**config.mk**
```make
export PLATFORM = sky130hd
export DESIGN_NAME = digit_serial_addsub
export DESIGN_NICKNAME = d
export VERILOG_FILES = /design/src/rtl/digit_serial_addsub_pkg.sv /design/src/rtl/digit_serial_addsub_digit_adder.sv /design/src/rtl/digit_serial_addsub.sv
export SDC_FILE = /design/constraint.sdc
export NUM_CORES = 1
export LEC_CHECK = 0
export ABC_CLOCK_PERIOD_IN_PS = 8039
export CELL_PAD_IN_SITES_DETAIL_PLACEMENT = 1
export CELL_PAD_IN_SITES_GLOBAL_PLACEMENT = 1
export CORE_ASPECT_RATIO = 1.5
export CORE_MARGIN = 2
export CORE_UTILIZATION = 40
export CTS_BUF_LIST = sky130_fd_sc_hd__clkbuf_16
export CTS_CLUSTER_SIZE = 16
export DETAILED_ROUTE_END_ITERATION = 10
export PLACE_DENSITY = 0.86
export SLEW_MARGIN = 20
export SYNTH_ARGS = -nofsm -noshare
export SYNTH_HDL_FRONTEND = slang
export SYNTH_HIERARCHICAL = 1
export SYNTH_SLANG_ARGS = --single-unit
```
**constraint.sdc**
```tcl
create_clock -name clk -period 8.04 [get_ports clk]
set_input_delay 0.804 -clock clk [delete_from_list [all_inputs] [get_ports clk]]
set_output_delay 0.804 -clock clk [all_outputs]
set_load 0.01 [all_outputs]
```
**src/rtl/digit_serial_addsub_pkg.sv**
```systemverilog
// digit_serial_addsub_pkg
//   Shared definitions for the digit-serial adder/subtractor: FSM state
//   encoding and helpers that derive the digit count and the width of
//   the digit-index register from the WIDTH/DIGIT parameters.
package digit_serial_addsub_pkg;

  typedef enum logic [1:0] {
    IDLE = 2'd0,
    RUN  = 2'd1,
    DONE = 2'd2
  } state_t;

  // Number of digits in an operand (WIDTH must be a multiple of DIGIT).
  function automatic int ndig(input int width, input int digit);
    return width / digit;
  endfunction

  // Index register width: clog2(n), never narrower than one bit.
  function automatic int idx_width(input int n);
    return (n <= 1) ? 1 : $clog2(n);
  endfunction

endpackage

```
**src/rtl/digit_serial_addsub_digit_adder.sv**
```systemverilog
// digit_adder
//   DIGIT-bit combinational ripple-carry chain, reused every cycle by the
//   digit-serial datapath.
//   a_d, b_d : digit operands      c_in  : carry into bit 0
//   s_d      : digit sum           c_out : carry out of the top bit
module digit_adder #(
  parameter int DIGIT = 4
) (
  input  logic [DIGIT-1:0] a_d,
  input  logic [DIGIT-1:0] b_d,
  input  logic             c_in,
  output logic [DIGIT-1:0] s_d,
  output logic             c_out
);

  logic c;

  always_comb begin
    s_d = '0;
    c   = c_in;
    for (int unsigned k = 0; k < DIGIT; k++) begin
      s_d[k] = a_d[k] ^ b_d[k] ^ c;
      c      = (a_d[k] & b_d[k]) | (c & (a_d[k] ^ b_d[k]));
    end
    c_out = c;
  end

endmodule

```
**src/rtl/digit_serial_addsub.sv**
```systemverilog
// digit_serial_addsub
//   Multi-cycle WIDTH-bit adder/subtractor processing DIGIT bits per clock
//   through a single shared carry chain, with valid/ready on both sides.
//   clk, rst_n          : clock (rising edge), async active-low reset
//   in_valid/in_ready   : operand handshake (accepted only in IDLE)
//   a, b, cin, sub      : operands, carry/borrow-in, 0=add 1=subtract
//   out_valid/out_ready : result handshake (held in DONE until taken)
//   sum, cout, ovf, zero: result, carry/not-borrow, signed overflow, zero
module digit_serial_addsub
  import digit_serial_addsub_pkg::*;
#(
  parameter int WIDTH = 16,
  parameter int DIGIT = 4
) (
  input  logic             clk,
  input  logic             rst_n,
  input  logic             in_valid,
  output logic             in_ready,
  input  logic [WIDTH-1:0] a,
  input  logic [WIDTH-1:0] b,
  input  logic             cin,
  input  logic             sub,
  output logic             out_valid,
  input  logic             out_ready,
  output logic [WIDTH-1:0] sum,
  output logic             cout,
  output logic             ovf,
  output logic             zero
);

  localparam int NDIG = ndig(WIDTH, DIGIT);
  localparam int IW   = idx_width(NDIG);
  localparam logic [IW-1:0] LAST = IW'(NDIG - 1);

  state_t           state;
  logic [WIDTH-1:0] a_r;
  logic [WIDTH-1:0] b_r;    // b already inverted for subtraction
  logic             carry;
  logic [IW-1:0]    idx;

  logic [DIGIT-1:0] a_d;
  logic [DIGIT-1:0] b_d;
  logic [DIGIT-1:0] s_d;
  logic             c_out;
  logic [WIDTH-1:0] sum_nx;

  // sum_nx is the result register with the current digit merged in; on the
  // last digit it is the complete result, so zero is taken from it.
  always_comb begin
    a_d    = a_r[int'(idx) * DIGIT +: DIGIT];
    b_d    = b_r[int'(idx) * DIGIT +: DIGIT];
    sum_nx = sum;
    sum_nx[int'(idx) * DIGIT +: DIGIT] = s_d;
  end

  digit_adder #(.DIGIT(DIGIT)) u_digit_adder (
    .a_d   (a_d),
    .b_d   (b_d),
    .c_in  (carry),
    .s_d   (s_d),
    .c_out (c_out)
  );

  always_ff @(posedge clk or negedge rst_n) begin
    if (!rst_n) begin
      state     <= IDLE;
      in_ready  <= 1'b1;
      out_valid <= 1'b0;
      a_r       <= '0;
      b_r       <= '0;
      carry     <= 1'b0;
      idx       <= '0;
      sum       <= '0;
      cout      <= 1'b0;
      ovf       <= 1'b0;
      zero      <= 1'b0;
    end else begin
      case (state)
        IDLE: begin
          if (in_valid) begin
            a_r      <= a;
            b_r      <= sub ? ~b : b;
            carry    <= sub ? ~cin : cin;
            idx      <= '0;
            in_ready <= 1'b0;
            state    <= RUN;
          end
        end
        RUN: begin
          sum   <= sum_nx;
          carry <= c_out;
          if (idx == LAST) begin
            cout      <= c_out;
            ovf       <= (a_r[WIDTH-1] == b_r[WIDTH-1]) && (s_d[DIGIT-1] != a_r[WIDTH-1]);
            zero      <= (sum_nx == '0);
            out_valid <= 1'b1;
            state     <= DONE;
          end else begin
            idx <= idx + IW'(1);
          end
        end
        DONE: begin
          if (out_ready) begin
            out_valid <= 1'b0;
            in_ready  <= 1'b1;
            state     <= IDLE;
          end
        end
        default: begin
          out_valid <= 1'b0;
          in_ready  <= 1'b1;
          state     <= IDLE;
        end
      endcase
    end
  end

endmodule

```
### Yosys cells after proc, flatten, opt, wreduce, memory -nomap -nowiden

Index checks and enable logic that the tools add are counted.

| cells by class | value |
|---|---|
| $add $sub $neg | 2 |
| multipliers | 0 |
| div/mod/pow operators | 0 |
| magnitude comparators | 0 |
| equal/unequal tests | 9 |
| shift operators | 4 |
| muxes and demuxes | 18 |
| bitwise logic cells | 24 |
| reductions and logical operators | 11 |

Operator list:

| kind | number |
|---|---|
| $neg A4 Y33 | 1 |
| $shift A4 B33 Y16 const A | 1 |
| $shiftx A4 B33 Y16 | 1 |
| $shiftx A16 B5 Y4 | 2 |
| $bwmux W16 | 1 |
| $logic_not A16 Y1 | 1 |
| $mux W16 | 1 |
| $not A16 Y16 | 1 |
| $reduce_and A3 Y1 | 4 |
| $mux W2 | 5 |
| $and A1 B1 Y1 | 8 |
| $ne A2 B2 Y1 const B | 4 |
| $xor A1 B1 Y1 | 8 |
| $mux W1 | 6 |
| $pmux W1 S3 | 2 |
| $pmux W2 S3 | 1 |
| $reduce_and A2 Y1 | 3 |
| $eq A2 B2 Y1 const B | 2 |
| $or A1 B1 Y1 | 4 |
| $pmux W2 S2 | 1 |
| $not A1 Y1 | 3 |
| $add A2 B1 Y2 const B | 1 |
| $eq A2 B1 Y1 const B | 1 |
| $logic_not A2 Y1 | 1 |
| 5 further kinds | 5 |

| storage, ports and cells | value |
|---|---|
| flip-flop bits (word level) | 58 |
| latch bits | 0 |
| RAM bits | 0 |
| bits in read-only memories | 0 |
| output and inout bits | 21 |
| word-level logic and storage cells | 79 |
| memories | 0 |

### Longest topological paths before layout

Gate-level depths: netlist of the first run.

| depth | value |
|---|---|
| word-level depth | 12 |
| mapped depth | 16 |

### Hierarchy

Netlist of the first run, hierarchy kept.

Modules (own cells, without submodules):

| module | instances | cells an instance | area each (µm²) | sequential area each (µm²) |
|---|---|---|---|---|
| digit_serial_addsub | 1 | 252 | 2807.7 | 1452.6 |
| digit_adder | 1 | 14 | 117.6 | 0.0 |

### Worst setup path after synthesis of the first run

No wires, ideal clock.

| timing path | value |
|---|---|
| path kind | reg-to-reg |
| start | register idx[0] |
| end | register zero |
| library setup time | 0.104 ns |
| data arrival time | 3.605 ns |
| slack | 4.332 ns |
| cell stages (with the launch flop) | 17 |
| clock period less this slack | 3.708 ns |
| path through | dfrtp_1 -> buf_2 -> buf_2 -> mux4_2 -> fa_1 -> inv_1 -> fa_1 -> inv_1 -> fa_1 -> inv_1 -> fa_1 -> inv_1 -> clkbuf_1 -> nand3_1 -> a21oi_1 -> or4_1 -> o41ai_2 |

| on the way | value |
|---|---|
| cells in the longest elaborated chain, start to end | 12 |

RTL lines:

| item | RTL line | source |
|---|---|---|
| start, declared | digit_serial_addsub.sv:39 | `logic [IW-1:0] idx;` |
| start signal, assigned | digit_serial_addsub.sv:99 | `idx <= idx + IW'(1);` |
| $shiftx A16 B5 Y4 (*) | digit_serial_addsub.sv:51 | `b_d = b_r[int'(idx) * DIGIT +: DIGIT];` |
| net b_d[0] | digit_serial_addsub.sv:42 | `logic [DIGIT-1:0] b_d;` |
| $xor A1 B1 Y1 | digit_serial_addsub_digit_adder.sv:23 | `c = (a_d[k] & b_d[k]) \| (c & (a_d[k] ^ b_d[k]));` |
| $and A1 B1 Y1 | digit_serial_addsub_digit_adder.sv:23 |  |
| $or A1 B1 Y1 (*) | digit_serial_addsub_digit_adder.sv:23 |  |
| $and A1 B1 Y1 (*) | digit_serial_addsub_digit_adder.sv:23 |  |
| $or A1 B1 Y1 (*) | digit_serial_addsub_digit_adder.sv:23 |  |
| $and A1 B1 Y1 (*) | digit_serial_addsub_digit_adder.sv:23 |  |
| $or A1 B1 Y1 (*) | digit_serial_addsub_digit_adder.sv:23 |  |
| $xor A1 B1 Y1 (*) | digit_serial_addsub_digit_adder.sv:22 | `s_d[k] = a_d[k] ^ b_d[k] ^ c;` |
| net s_d[3] | digit_serial_addsub.sv:43 | `logic [DIGIT-1:0] s_d;` |
| $shiftx A4 B33 Y16 (*) | digit_serial_addsub.sv:53 | `sum_nx[int'(idx) * DIGIT +: DIGIT] = s_d;` |
| $bwmux W16 (*) | digit_serial_addsub.sv:53 |  |
| $logic_not A16 Y1 (*) | digit_serial_addsub.sv:95 | `zero <= (sum_nx == '0);` |
| end signal, assigned | digit_serial_addsub.sv:95 |  |
| end, declared | digit_serial_addsub.sv:28 | `output logic zero` |

The timed path passes the listed nets; every way through them passes the cells marked *.
A chain may end at the register's enable or synchronous reset.

### Final worst setup path of the first run

| timing path | value |
|---|---|
| start | register idx[0] |
| end | register zero |

| on the way | value |
|---|---|
| cells in the longest elaborated chain, start to end | 12 |

RTL lines:

| item | RTL line | source |
|---|---|---|
| $shiftx A16 B5 Y4 (*) | digit_serial_addsub.sv:50 | `a_d = a_r[int'(idx) * DIGIT +: DIGIT];` |
| net a_d[0] | digit_serial_addsub.sv:41 | `logic [DIGIT-1:0] a_d;` |
| $xor A1 B1 Y1 | digit_serial_addsub_digit_adder.sv:23 |  |
| $and A1 B1 Y1 | digit_serial_addsub_digit_adder.sv:23 |  |
| $or A1 B1 Y1 (*) | digit_serial_addsub_digit_adder.sv:23 |  |
| $and A1 B1 Y1 (*) | digit_serial_addsub_digit_adder.sv:23 |  |
| $or A1 B1 Y1 (*) | digit_serial_addsub_digit_adder.sv:23 |  |
| $and A1 B1 Y1 (*) | digit_serial_addsub_digit_adder.sv:23 |  |
| $or A1 B1 Y1 (*) | digit_serial_addsub_digit_adder.sv:23 |  |
| $xor A1 B1 Y1 (*) | digit_serial_addsub_digit_adder.sv:22 |  |
| net s_d[3] | digit_serial_addsub.sv:43 |  |
| $shiftx A4 B33 Y16 (*) | digit_serial_addsub.sv:53 |  |
| $bwmux W16 (*) | digit_serial_addsub.sv:53 |  |
| $logic_not A16 Y1 (*) | digit_serial_addsub.sv:95 |  |

Marked as above.

==> flow_summary.json, run 1 <==
{
  "drt_iter0_drc": 90,
  "rsz0062_at_grt": "no",
  "cp-start-kind": "flip-flop",
  "r2r_cells": 13,
  "routedWlPerCell_um": 17.3,
  "io_pins": 59,
  "cts_sinks": 58,
  "ys_ff_latch": 58,
  "postCtsSetupBuffers": 0,
  "ir_drop_uv": 199,
  "port_buffers": 58,
  "cts.root.buffer_cell": "clkbuf_16",
  "worst_pin_slew_ns": 0.886,
  "crit_arrival_ns": 4.34,
  "final_layout_size_suffix_gt1_frac": 0.122,
  "gp_congestion": 0.864,
  "grt_pass1_vias": 2541,
  "synth-edff-count": 0,
  "cts_tree": "built",
  "final_antenna_net_count": 0,
  "grt_max_degree": 59,
  "die_h_um": 109,
  "ctsResizeCount": 0,
  "ys_seq_area_frac": 0.497,
  "via_per_inst": 5.17,
  "clock_path_buffers": 2,
  "htree_levels": 3,
  "fin_tns_setup_ns": 0,
  "critPathCaptureType": "flip-flop",
  "path_clk_slew_ns": 0.05,
  "finClkSkew_ns": 0.00685,
  "overflow": 0,
  "hold_path_depth": 2,
  "async_flop_share": 1.00,
  "cts_buffers": 9,
  "grt_usage": 0.212,
  "fin_nets": 372,
  "leakagePower_nw": 1.61,
  "coreArea_um2": 7180,
  "vias": 2212,
  "pre_cts_slack_ns": 3.92,
  "hpwl_um": 5490,
  "setup_viol": 0,
  "stdcell_area_um2": 3840,
  "placed_area_um2": 3590,
  "clk_latency_ns": 0.33,
  "die_width_um": 73.8,
  "mappedNetlistNets": 314,
  "antenna_found_initial": 0,
  "period_share": 0.512,
  "routed_wl_um": 7400,
  "final_core_util": 0.535,
  "num_antenna_cells": 0,
  "post-route-min-period_ns": 4.11,
  "grt_pass1_wl_um": 12500,
  "setup_ws_ns": 3.93,
  "fp-row-count": 38,
  "crit_required_ns": 8.26,
  "worstHoldPathType": "reg -> reg",
  "maxCapViolCount": 0,
  "slew_violations": 0,
  "critPathKind": "reg -> reg",
  "max_slew_margin": 0.407,
  "power.density_nw_per_um2": 463,
  "syn_area_um2": 2930,
  "max_freq_ghz": 0.243,
  "area_growth_pct": 31.2,
  "hold_ws_ns": 0.479,
  "hold_viol_final": 0,
  "cts-hold-fix-buffers": 0,
  "synth.distinct_cells": 35,
  "first_pass_iters": 4,
  "crit_fanout": 20,
  "initial_utilization": 0.407,
  "synthFlopType": "dfrtp_1",
  "netlist_instances": 266,
  "status": "finished, final reports clean",
  "dieArea_um2": 8030,
  "syn_area_per_cell_um2": 11.0,
  "final_cell_mix": "57 x dfrtp_1, 57 x clkdlybuf4s50_1, 35 x nor2_1, 22 x a21oi_1, 21 x nand2_1",
  "yosysWarnings": 6,
  "drc_errors": 0
}
cell type report:
type,count,area (um2)
fill,773,3340
sequential,58,1450
multi-input combinational,180,1360
timing repair buffer,60,591
clock buffer,9,225
tap,100,125
inverter,15,56.3
clock inverter,6,27.5
power breakdown:
part           internal, mW  switching [mW]  total, mW
logic                 0.392           0.510      0.902
registers             0.426           0.121      0.547
clock network         0.201           0.127      0.328
total                  1.02           0.759       1.78
metrics by stage:
step                cells  power [mW]
floorplan             266        1.14
global placement      413        1.38
detailed placement    413        1.45
CTS                   428        1.78
global route          428        1.91
finish                428        1.78
metal layers:
| layer | up-vias | share of wire | GRT usage |
|---|---|---|---|
| li1 | 1039 | - | - |
| met1 | 1106 | 0.36 | 0.221 |
| met2 | 52 | 0.59 | 0.388 |
| met3 | 15 | 0.025 | 0.0388 |
| met4 | 0 | 0.026 | 0.117 |
| met5 | - | 0 | 0 |
worst paths after layout:
kind	end	slack, ns	start
hold reg to reg	ovf	0.48	ovf
setup / recovery	zero	3.93	idx[0]
min in group asynchronous	sum[6]	0.61	rst_n
hold / removal	ovf	0.48	ovf
setup reg to reg	zero	3.93	idx[0]
max in group asynchronous	cout	6.93	rst_n
worst max-delay path, stage by stage, from the launching register on:
cell and delay, ns:
dfrtp_1 0.90, mux4_2 0.62, fa_1 0.44, inv_1 0.09
fa_1 0.17, inv_1 0.06, fa_1 0.35, inv_1 0.07
fa_1 0.16, inv_1 0.13, nand3_1 0.14, a21oi_1 0.08
or4_1 0.55, o41ai_2 0.24
synth_stat cells, types with 2 or more instances:
cell / n / area share
ha_1: 6 / 0.026
o21ai_0: 8 / 0.014
mux2_1: 7 / 0.027
dfrtp_1: 57 / 0.49
or4_1: 2 / 0.0051
nor4_1: 2 / 0.0043
nor2_1: 35 / 0.045
clkbuf_1: 6 / 0.0077
nor2b_1: 2 / 0.0043
a21oi_1: 22 / 0.038
mux4_2: 8 / 0.062
nand3_1: 3 / 0.0051
a22o_1: 13 / 0.039
o31ai_1: 3 / 0.0077
nand2_1: 21 / 0.027
xnor2_1: 17 / 0.051
fa_1: 4 / 0.027
nor3_1: 3 / 0.0051
a211oi_1: 2 / 0.0051
buf_2: 6 / 0.010
mux2_2: 11 / 0.042
inv_1: 15 / 0.019
cells by family after synthesis:
| logic type | count (synthesis) | share of synthesized area |
|---|---|---|
| flops | 58 | 0.497 |
| mux | 26 | 0.131 |
| buf+inv | 28 | 0.0398 |
| compound gates | 53 | 0.118 |
| simple gates | 74 | 0.111 |
| xor+xnor | 17 | 0.0509 |
| fa+ha+maj | 10 | 0.0530 |
registers in the layout (all words and copies together) (netlist names), 2 cells and up:
| name | cells |
|---|---|
| a_r | 16 |
| b_r | 16 |
| sum | 16 |
| idx | 2 |
| state | 2 |
No activity file was read; power rests on OpenSTA's default activity.
==> run 2, diff against run 1 <==
Settings changed: ABC_CLOCK_PERIOD_IN_PS 8039 to 3900.
Clock period 8.04 ns to 3.9 ns, I/O delays scaled along.
==> flow_summary.json, run 2 (synthesis gave the netlist of run 1 again) <==
{
  "clock_path_buffers": 2,
  "gp_congestion": 0.888,
  "critPathKind": "reg -> reg",
  "num_antenna_cells": 0,
  "rsz0062_at_grt": "no",
  "die_width_um": 73.8,
  "routed_wl_um": 7180,
  "ctsResizeCount": 0,
  "worst_pin_slew_ns": 0.931,
  "largestRegisters": "a_r (16), b_r (16), sum (16)",
  "vias": 2206,
  "fp-row-count": 38,
  "path_cells": "mux4_2 -> fa_1 -> inv_1 -> fa_1 -> inv_1 -> fa_1 -> inv_1 -> fa_1 -> inv_1 -> nand3_1 -> a21oi_1 -> or4_1 -> o41ai_2",
  "path_clk_slew_ns": 0.05,
  "hold_viol_final": 0,
  "cts_sinks": 58,
  "via_per_inst": 5.12,
  "crit_arrival_ns": 3.76,
  "critPathLaunch": "idx[0]",
  "leakagePower_nw": 1.62,
  "rr_endpoint": "zero",
  "final_core_util": 0.537,
  "grt_pass1_vias": 2462,
  "die_h_um": 109,
  "setup_ws_ns": 0.361,
  "fin_tns_setup_ns": 0,
  "routedWlPerCell_um": 16.6,
  "drc_errors": 0,
  "initial_utilization": 0.407,
  "ir_drop_uv": 429,
  "crit_fanout": 8,
  "cts_buffers": 9,
  "r2r_slack_ns": 0.36,
  "slew_violations": 0,
  "pre_cts_slack_ns": 0.367,
  "cts-hold-fix-buffers": 0,
  "crit_path_top_delay_cell": "or4_1",
  "max_slew_margin": 0.378,
  "cp_num_cells": 13,
  "hpwl_um": 5300,
  "power_frac_comb": 0.522,
  "first_pass_iters": 4,
  "postCtsSetupBuffers": 0,
  "power_switching_mw": 1.56,
  "period_share": 0.907,
  "cts.root.buffer_cell": "clkbuf_16",
  "hold_ws_ns": 0.218,
  "cp-endpoint": "zero",
  "htree_levels": 3,
  "clk_latency_ns": 0.33,
  "post-route-min-period_ns": 3.54,
  "r2r_cells": 13,
  "coreArea_um2": 7180,
  "overflow": 0,
  "max_freq_ghz": 0.283,
  "setup_viol": 0,
  "final_cell_mix": "57 x dfrtp_1, 57 x clkdlybuf4s50_1, 35 x nor2_1, 22 x a21oi_1, 21 x nand2_1",
  "crit_family": "adder cells",
  "drt_iter0_drc": 111,
  "reg2reg_from": "idx[0]",
  "grt_pass1_wl_um": 12200,
  "dieArea_um2": 8030,
  "final_antenna_net_count": 0,
  "worstHoldPathType": "in -> async",
  "p_seq_frac": 0.294,
  "finClkSkew_ns": 0.00705,
  "final_layout_size_suffix_gt1_frac": 0.124,
  "maxCapViolCount": 0,
  "antenna_found_initial": 0,
  "cp-start-kind": "flip-flop",
  "swShare": 0.424,
  "intPower_mw": 2.12,
  "crit_required_ns": 4.12,
  "pwr-share-clk": 0.184,
  "path_buf_inv": 4,
  "fin_nets": 374,
  "grt_max_degree": 59,
  "port_buffers": 58,
  "power.density_nw_per_um2": 953,
  "grt_usage": 0.204,
  "slowest_delay_ns": 0.55,
  "io_pins": 59,
  "cts_tree": "built",
  "status": "finished, final reports clean",
  "critPathCaptureType": "flip-flop",
  "area_growth_pct": 31.8
}
## run 2: final cells by class
| type | instances | area [um2] |
|---|---|---|
| well taps | 100 | 125 |
| clock inverters | 7 | 30.0 |
| repair buffers | 62 | 606 |
| clock buffers | 9 | 225 |
| fillers | 763 | 3320 |
| multi-input cells | 180 | 1360 |
| flip-flops and latches | 58 | 1450 |
| inverters | 15 | 56.3 |
## run 2: per-layer routing
metal | up-vias | share of wire | global-route usage
li1 | 1038 | - | -
met1 | 1098 | 0.38 | 0.221
met2 | 55 | 0.57 | 0.366
met3 | 15 | 0.031 | 0.0471
met4 | 0 | 0.026 | 0.0961
met5 | - | 0 | 0
## run 2: how the worst min path moves through the flow
| stage | startpoint | endpoint | slack, ns | cells past startpoint |
|---|---|---|---|---|
| after global placement | ovf | ovf | 0.46 | 2 |
| final | rst_n | sum[4] | 0.22 | 2 |
| after detailed placement | a_r[12] | a_r[12] | 0.48 | 1 |
| after global routing | rst_n | a_r[12] | 0.29 | 2 |
| after floorplan | rst_n | a_r[0] | 0.09 | 0 |
| after CTS | rst_n | sum[4] | 0.24 | 2 |
## run 2: power groups by stage
stage | Sequential (mW) | Combinational (mW) | Clock, mW
after global routing | 1.12 | 2.14 | 0.714
after global placement | 1.07 | 1.80 | 0
final | 1.08 | 1.92 | 0.675
after CTS | 1.09 | 1.92 | 0.686
after detailed placement | 1.09 | 1.90 | 0
after floorplan | 1.04 | 1.30 | 0
## run 2: metrics by stage
step	total power [mW]	cells	cell area (um2)
5_1_grt	3.97	431	3860
3_5_place_dp	2.99	415	3600
4_1_cts	3.69	431	3860
6_report	3.68	431	3860
2_1_floorplan	2.35	266	2930
3_3_place_gp	2.88	415	3600
==> run 3, diff against run 2 <==
Settings changed: GPL_TIMING_DRIVEN set to 0.
==> flow_summary.json, run 3 (synthesis gave the netlist of run 1 again) <==
{
  "port_buffers": 57,
  "area_growth_pct": 34.5,
  "first_pass_iters": 4,
  "coreArea_um2": 7180,
  "crit_arrival_ns": 3.97,
  "dieArea_um2": 8030,
  "final_antenna_net_count": 0,
  "worstHoldPathType": "in -> async",
  "num_antenna_cells": 0,
  "fin_nets": 383,
  "stdcell_area_um2": 3930,
  "grt_max_degree": 59,
  "hold_viol_final": 0,
  "n_fill_cell": 786,
  "hpwl_um": 5460,
  "cp-start-kind": "flip-flop",
  "fp-row-count": 38,
  "power.density_nw_per_um2": 986,
  "slew_violations": 0,
  "largestRegisters": "a_r (16), b_r (16), sum (16)",
  "ir_drop_uv": 475,
  "cts.root.buffer_cell": "clkbuf_16",
  "final_core_util": 0.548,
  "cts_tree": "built",
  "drc_errors": 0,
  "max_slew_margin": 0.517,
  "finClkSkew_ns": 0.00396,
  "grt_usage": 0.204,
  "die_width_um": 73.8,
  "initial_utilization": 0.407,
  "post-route-min-period_ns": 3.75,
  "final_common_cell": "dfrtp_1",
  "antenna_found_initial": 0,
  "cts_buffers": 9,
  "gp_congestion": 0.843,
  "final_cell_mix": "57 x dfrtp_1, 56 x clkdlybuf4s50_1, 35 x nor2_1, 22 x a21oi_1, 21 x nand2_1",
  "multiInputGateArea_um2": 1360,
  "placed_area_um2": 3620,
  "crit_fanout": 10,
  "io_pins": 59,
  "overflow": 0,
  "routed_wl_um": 7350,
  "path_clk_slew_ns": 0.05,
  "vias": 2282,
  "die_h_um": 109,
  "via_per_inst": 5.19,
  "grt_pass1_wl_um": 12200,
  "htree_levels": 3,
  "cts_sinks": 58,
  "critPathKind": "reg -> reg",
  "clock_path_buffers": 2,
  "period_share": 0.960,
  "leakagePower_nw": 1.65,
  "maxCapViolCount": 0,
  "worst_pin_slew_ns": 0.724,
  "final_layout_size_suffix_gt1_frac": 0.141,
  "drt_iter0_drc": 109,
  "crit_required_ns": 4.12,
  "routedWlPerCell_um": 16.7,
  "setup_viol": 0,
  "max_freq_ghz": 0.267,
  "clk_latency_ns": 0.33,
  "critPathCaptureType": "flip-flop",
  "status": "finished, final reports clean",
  "grt_pass1_vias": 2524,
  "ff_latch_area_um2": 1450
}
[run 3: area by class of cell]
| cell class | instances | share of cell area |
|---|---|---|
| inverters | 15 | 0.0143 |
| well taps | 100 | 0.0318 |
| multi-input cells | 180 | 0.345 |
| flip-flops and latches | 58 | 0.369 |
| clock buffers | 9 | 0.0573 |
| plain buffers | 12 | 0.0188 |
| repair buffers | 59 | 0.148 |
| clock inverters | 7 | 0.0156 |
[run 3: routing by layer]
metal | up-vias | GRT usage | part of all wire
met2 | 55 | 0.378 | 0.57
met1 | 1151 | 0.213 | 0.37
met3 | 18 | 0.0471 | 0.031
met4 | 0 | 0.0896 | 0.022
met5 | - | 0 | 0
li1 | 1058 | - | -
[run 3: power breakdown]
group | switching (mW) | internal [mW] | total [mW]
clock | 0.269 | 0.485 | 0.754
sequential | 0.180 | 0.879 | 1.06
combinational | 1.19 | 0.878 | 2.07
[run 3: worst max-delay path: stages (launching register included)]
cell and delay, ns:
dfrtp_1 0.40, buf_6 0.16, buf_8 0.16, mux4_2 0.54, fa_1 0.40, inv_1 0.08, fa_1 0.15, inv_1 0.05
fa_1 0.36, inv_1 0.08, fa_1 0.19, inv_2 0.11, nand3_1 0.13, a21oi_1 0.07, or4_1 0.54, o41ai_2 0.23
[run 3: timing repair]
action	4_1_cts	5_1_grt
gates resized for setup	5	2
hold buffers	0	0
setup buffers	0	2
setup endpoints to repair	3	1
gates cloned	0	0
[run 3: per-stage QoR]
stage	std cells	setup WS (ns)	power (mW)	hold slack [ns]	setup TNS (ns)
after floorplan	266	0.192	2.35	0.0944	0
after global placement	423	-0.215	2.95	0.463	-0.224
after detailed placement	423	-0.324	3.07	0.478	-0.554
after CTS	438	0.0567	3.86	0.151	0
after global routing	440	-0.00994	4.14	0.187	-0.00994
final	440	0.154	3.88	0.117	0
[run 3: final timing paths]
check	endpoint	startpoint	cells after the start	slack, ns
worst min register to register	a_r[13]	a_r[13]	1	0.49
min in group clk	a_r[13]	a_r[13]	1	0.49
worst max-delay path	zero	idx[0]	15	0.15
worst min-delay path	sum[7]	rst_n	1	0.12
max in group asynchronous	carry	rst_n	1	3.30
worst max register to register	zero	idx[0]	15	0.15
